--- src/rtl/reorder_buffer.sv ---
// Circular reorder buffer: in-order allocate, out-of-order CDB write-back, in-order commit.
// Detects a mispredicted branch as it retires and flushes the buffer behind it.
module reorder_buffer #(
    parameter int unsigned ROB_SIZE = 16
) (
    input  logic        clk,
    input  logic        rst,
    input  logic        rdy,
    // dispatcher allocation
    input  logic        alloc_signal_from_dispatcher,
    input  logic [4:0]  rd_from_dispatcher,
    input  logic        is_jump_from_dispatcher,
    input  logic        predicted_jump_from_dispatcher,
    output logic [4:0]  rob_id_to_dispatcher,
    output logic        rob_full,
    // operand queries
    input  logic [4:0]  Q1_from_dispatcher,
    input  logic [4:0]  Q2_from_dispatcher,
    output logic        Q1_ready,
    output logic        Q2_ready,
    output logic [31:0] V1_to_dispatcher,
    output logic [31:0] V2_to_dispatcher,
    // common data bus
    input  logic        alu_flag,
    input  logic [4:0]  alu_rob_id,
    input  logic [31:0] alu_result,
    input  logic        alu_jump_flag,
    input  logic [31:0] alu_target_pc,
    input  logic        lsb_flag,
    input  logic [4:0]  lsb_rob_id,
    input  logic [31:0] lsb_result,
    // commit and rollback
    output logic        output_commit_flag,
    output logic [4:0]  rd_to_reg,
    output logic [4:0]  Q_to_reg,
    output logic [31:0] V_to_reg,
    output logic        rollback_flag,
    output logic [31:0] target_pc_to_fetcher
);
    localparam int unsigned IDX_W = $clog2(ROB_SIZE);
    localparam int unsigned CNT_W = IDX_W + 1;
    localparam logic [4:0] ZERO_ROB = 5'd0;
    localparam logic [5:0] SIZE_ID = 6'(ROB_SIZE);
    localparam logic [IDX_W-1:0] LAST_IDX = IDX_W'(ROB_SIZE - 1);
    localparam logic [CNT_W-1:0] FULL_CNT = CNT_W'(ROB_SIZE);

    logic [ROB_SIZE-1:0] busy_q, ready_q, is_jump_q, pred_q, actual_q;
    logic [4:0]          rd_q     [ROB_SIZE];
    logic [31:0]         value_q  [ROB_SIZE];
    logic [31:0]         tpc_q    [ROB_SIZE];

    logic [IDX_W-1:0] head_q, head_d, tail_q, tail_d;
    logic [CNT_W-1:0] count_q, count_d;

    logic        commit_q, rollback_q;
    logic [4:0]  rd_reg_q, qid_reg_q;
    logic [31:0] val_reg_q, tpc_reg_q;

    logic             retire, flush, do_alloc, alu_wr, lsb_wr;
    logic [IDX_W-1:0] alu_idx, lsb_idx, q1_idx, q2_idx;

    function automatic logic [IDX_W-1:0] id2idx(input logic [4:0] id);
        return IDX_W'(id - 5'd1);
    endfunction

    function automatic logic id_ok(input logic [4:0] id);
        return (id != ZERO_ROB) && ({1'b0, id} <= SIZE_ID);
    endfunction

    function automatic logic [IDX_W-1:0] inc(input logic [IDX_W-1:0] p);
        return (p == LAST_IDX) ? '0 : p + 1'b1;
    endfunction

    // {ready, value} for one operand query, CDB bypass taking precedence over stored state
    function automatic logic [32:0] lookup(
        input logic [4:0]  q,
        input logic        ent_ready,
        input logic [31:0] ent_value,
        input logic        in_rst,
        input logic        en,
        input logic        a_flag,
        input logic [4:0]  a_id,
        input logic [31:0] a_val,
        input logic        l_flag,
        input logic [4:0]  l_id,
        input logic [31:0] l_val
    );
        logic [32:0] r;
        r = '0;
        if (!in_rst) begin
            if (q == ZERO_ROB)                   r = {1'b1, 32'd0};
            else if (en && a_flag && a_id == q)  r = {1'b1, a_val};
            else if (en && l_flag && l_id == q)  r = {1'b1, l_val};
            else if (id_ok(q) && ent_ready)      r = {1'b1, ent_value};
        end
        return r;
    endfunction

    assign rob_full             = (count_q == FULL_CNT);
    assign rob_id_to_dispatcher = 5'(tail_q) + 5'd1;

    always_comb begin
        alu_idx  = id2idx(alu_rob_id);
        lsb_idx  = id2idx(lsb_rob_id);
        retire   = rdy & busy_q[head_q] & ready_q[head_q];
        flush    = retire & is_jump_q[head_q] & (actual_q[head_q] != pred_q[head_q]);
        do_alloc = rdy & alloc_signal_from_dispatcher & ~rob_full & ~flush;
        alu_wr   = rdy & ~flush & alu_flag & id_ok(alu_rob_id) & busy_q[alu_idx];
        lsb_wr   = rdy & ~flush & lsb_flag & id_ok(lsb_rob_id) & busy_q[lsb_idx];

        head_d  = retire ? inc(head_q) : head_q;
        tail_d  = do_alloc ? inc(tail_q) : tail_q;
        count_d = count_q;
        if (do_alloc && !retire)      count_d = count_q + 1'b1;
        else if (!do_alloc && retire) count_d = count_q - 1'b1;
        if (flush) begin
            head_d  = '0;
            tail_d  = '0;
            count_d = '0;
        end
    end

    always_comb begin
        q1_idx = id2idx(Q1_from_dispatcher);
        q2_idx = id2idx(Q2_from_dispatcher);
        {Q1_ready, V1_to_dispatcher} = lookup(Q1_from_dispatcher, ready_q[q1_idx],
            value_q[q1_idx], rst, rdy, alu_flag, alu_rob_id, alu_result,
            lsb_flag, lsb_rob_id, lsb_result);
        {Q2_ready, V2_to_dispatcher} = lookup(Q2_from_dispatcher, ready_q[q2_idx],
            value_q[q2_idx], rst, rdy, alu_flag, alu_rob_id, alu_result,
            lsb_flag, lsb_rob_id, lsb_result);
    end

    always_ff @(posedge clk) begin
        if (rst) begin
            head_q     <= '0;
            tail_q     <= '0;
            count_q    <= '0;
            busy_q     <= '0;
            ready_q    <= '0;
            commit_q   <= 1'b0;
            rollback_q <= 1'b0;
            rd_reg_q   <= '0;
            qid_reg_q  <= '0;
            val_reg_q  <= '0;
            tpc_reg_q  <= '0;
        end else if (rdy) begin
            head_q     <= head_d;
            tail_q     <= tail_d;
            count_q    <= count_d;
            commit_q   <= retire;
            rollback_q <= flush;
            if (retire) begin
                rd_reg_q  <= rd_q[head_q];
                qid_reg_q <= 5'(head_q) + 5'd1;
                val_reg_q <= value_q[head_q];
            end
            if (flush) begin
                tpc_reg_q <= tpc_q[head_q];
                busy_q    <= '0;
                ready_q   <= '0;
            end else begin
                if (retire) busy_q[head_q] <= 1'b0;
                if (do_alloc) begin
                    busy_q[tail_q]    <= 1'b1;
                    ready_q[tail_q]   <= 1'b0;
                    rd_q[tail_q]      <= rd_from_dispatcher;
                    is_jump_q[tail_q] <= is_jump_from_dispatcher;
                    pred_q[tail_q]    <= predicted_jump_from_dispatcher;
                    actual_q[tail_q]  <= 1'b0;
                end
                if (alu_wr) begin
                    ready_q[alu_idx]  <= 1'b1;
                    value_q[alu_idx]  <= alu_result;
                    actual_q[alu_idx] <= alu_jump_flag;
                    tpc_q[alu_idx]    <= alu_target_pc;
                end
                if (lsb_wr) begin
                    ready_q[lsb_idx] <= 1'b1;
                    value_q[lsb_idx] <= lsb_result;
                end
            end
        end
    end

    // Pulses freeze with the rest of the state while stalled but are never shown then.
    assign output_commit_flag   = commit_q & rdy & ~rst;
    assign rollback_flag        = rollback_q & rdy & ~rst;
    assign rd_to_reg            = rd_reg_q;
    assign Q_to_reg             = qid_reg_q;
    assign V_to_reg             = val_reg_q;
    assign target_pc_to_fetcher = tpc_reg_q;

endmodule

--- config.mk ---
export PLATFORM = sky130hd
export DESIGN_NAME = reorder_buffer
export DESIGN_NICKNAME = d
export VERILOG_FILES = /design/src/rtl/reorder_buffer.sv
export SDC_FILE = /design/constraint.sdc
export NUM_CORES = 2
export LEC_CHECK = 0
export CAP_MARGIN = 10
export CORE_ASPECT_RATIO = 1.75
export CORE_UTILIZATION = 55
export DETAILED_ROUTE_END_ITERATION = 8
export DONT_BUFFER_PORTS = 1
export PLACE_DENSITY = 0.68
export SLEW_MARGIN = 20
export SYNTH_ARGS = -nofsm -noshare
export SYNTH_HDL_FRONTEND = slang
export SYNTH_SLANG_ARGS = --single-unit
--- constraint.sdc ---
create_clock -name clk -period 6.52 [get_ports clk]
set_clock_uncertainty 0.05 [all_clocks]
set_input_delay 0.326 -clock clk [delete_from_list [all_inputs] [get_ports clk]]
set_output_delay 0.326 -clock clk [all_outputs]
set_load 0.02 [all_outputs]
==> run metrics <==
status=finished clean; synthesis warning total=0; layout cells sized above 1=0.363; number of global-route vias before repair=41600; DRC Markers=0; P_leak=24.2 nW; Yosys top cell by area=edfxtp_1; Final Critical Period=5370 ps; Area growth, synth to finish=10.2%; initial antenna violation count=14; CTS Buffer Depth=3; Worst Hold Depth=2; RR Startpoint=head_q[0]; die footprint=124000 µm²; CTS tree=done; post-synth cell types=57; nets=4082; Rows=169; Hold Path Class=in2reg; Starting Density=0.556; Worst-path clk slew=70 ps; post-route ant nets=0; RSZ-0062 raised after global routing=no; mapped cell area=67500 µm²; Vias per Instance=7.19; Psw=3.85 mW; top cells by instance count after synthesis=1152 x edfxtp_1, 635 x mux4_2, 304 x mux2_4; Crit Path Category=reg2reg; drt first-iter violations=4729; largest net degree at the start of global routing=137; CTS Root Cell=clkbuf_16; worst reg2reg endpoint=value_q[11][6]; Placed Cells=5286; Slew Limit Fails=0; Startpoint Class=flip-flop; Top Registers=tpc_q (512), value_q (512), rd_q (80); sequential group share of total power=0.512; post-CTS setup buffer count=0; EDFF count, synth=1152; CP max stage delay=860 ps; Slew @ Worst Pin=1220 ps; Ports=278; Setup Viol. Count Final=0; sequential area share after synthesis=0.548; clk_lat worst skew=750 ps; reg2reg setup slack=1150 ps; post-synthesis instance total=3987; worst hold slack=58.2 ps; H-tree depth reported by CTS=3; gr usage total=0.344; max cap viols=0; gr ovfl total=0; CP Data Required Time=6960 ps; core area=122000 µm²; crit path max-delay cell type=dfxtp_4; Post-synth ARST share=0; Mapped Nets=4145; clock group share of total power=0.413; reg2reg path depth=9; Resized cells post-CTS=0; IO Port Bufs=0; Clock Sinks=1273; CP arrival=5810 ps; hold_sp=rst; die height=466 µm; Critical Path, Cell by Cell=mux4_2, a22oi_1, nand2_1, xnor2_1, nor3_4, or4_4, buf_4, mux2_1, dlygate4sd3_1; Final Hold Vio Count=0; PwrDens=234 nW/µm²; setup TNS=0 ps; Pwr Total=17.4 mW; WHS Endpoint=rd_q[14][0]; largest cells by area after synthesis=edfxtp_1 51%, mux4_2 21%, mux2_4 6.8%; post-synth top area share=0.512; Sw Share=0.221; die width=267 µm; top_reg_cell synth=edfxtp_1; gpl congestion=0.911; Non-Filler Instances=5652; Seq cells post-synth=1273; Max transition margin=0.177; Comb pwr share=0.075; final wirelength=211000 µm; first-pass GRT wire length=299000 µm; DP Wirelength=122000 µm; average cell area after synthesis=16.9 µm²; CTS Hold Bufs=144; drt pass-1 iters=6; Critical Path End Type=flip-flop; maximum fanout along the worst path=39; peak supply drop=0.283 mV; Via Count=40600; achievable frequency=186 MHz; placement-stage cell area=69000 µm²; Final Cell Area=74400 µm²; wire per inst=37.3 µm; Cell Int Power=13.6 mW; Final Cycle Share=0.824; Num CTS Buffers=116; most frequent cell after synthesis=edfxtp_1
[worst max-delay path by stage]
stage | startpoint | to | slack, ps | depth (start not counted)
finish | head_q[0] | value_q[11][6] | 1150 | 9
detailed placement | head_q[0] | value_q[9][29] | 1360 | 9
global placement | head_q[0] | value_q[15][28] | 1350 | 8
floorplan | alu_rob_id[0] | value_q[5][0] | 1030 | 11
CTS | head_q[0] | value_q[11][6] | 1240 | 9
global route | head_q[0] | value_q[11][6] | 980 | 9
[metrics by stage]
stage          setup WS (ps)  utilization
2_1_floorplan           1030            -
3_3_place_gp            1350        0.567
3_5_place_dp            1360        0.567
4_1_cts                 1240        0.612
5_1_grt                  979        0.612
6_report                1150        0.612
[critical path, delay by kind of cell (launching register included)]
family	cells	cell delay, ps
AND/OR/NAND/NOR	3	1470
buffers and inverters	2	1190
multiplexers	2	1000
flip-flops	1	860
AO/OA/AOI/OAI	1	250
XOR/XNOR	1	230
[power groups by stage]
| stage | clock [mW] | combinational [mW] | sequential, mW |
|---|---|---|---|
| CTS | 7.26 | 1.28 | 8.91 |
| finish | 7.19 | 1.30 | 8.91 |
| detailed placement | 0 | 1.04 | 9.09 |
| global route | 7.52 | 1.36 | 8.90 |
| global placement | 0 | 1.03 | 9.09 |
| floorplan | 0 | 0.910 | 9.08 |
[per-layer routing]
| metal | vias up | wire length, µm | global-route usage |
|---|---|---|---|
| li1 | 16200 | - | - |
| met1 | 21300 | 70000 | 0.396 |
| met2 | 2516 | 106000 | 0.576 |
| met3 | 687 | 21000 | 0.0905 |
| met4 | 12 | 13500 | 0.200 |
| met5 | - | 78 | 0 |
[cells in the final DEF (no fill, tap or decap), drive strengths merged, types with 31 or more instances in the layout]
cell type and instances:
a211oi 162, a21oi 90, a22oi 42, buf 113
clkbuf 162, clkinv 31, dfxtp 121, dlygate4sd3 143
edfxtp 1152, inv 37, mux2 514, mux2i 124
mux4 635, nand2 109, nor2 160, nor2b 68
nor3 49, o21ai 35
[cell families (layout without fill, tap and decap cells)]
group	count (synthesis)	after routing	synth area share
flip-flops	1273	1273	0.548
buffers and inverters	467	503	0.0315
AND/OR/NAND/NOR	527	527	0.0394
multiplexers	1273	1273	0.333
adder cells (fa/ha/maj)	28	28	0.00530
AO/OA/AOI/OAI	376	376	0.0376
XOR/XNOR	43	43	0.00558
other	0	5	0
[layout make-up]
cell class / instances / area (µm²)
fill: 8821 / 47200
sequential: 1273 / 37000
multi-input combinational: 2247 / 28900
clock buffer: 162 / 3340
timing repair buffer: 256 / 2410
tap: 1624 / 2030
clock inverter: 55 / 633
inverter: 30 / 113
antenna: 5 / 12.5
(Power assumes the default switching activity.)
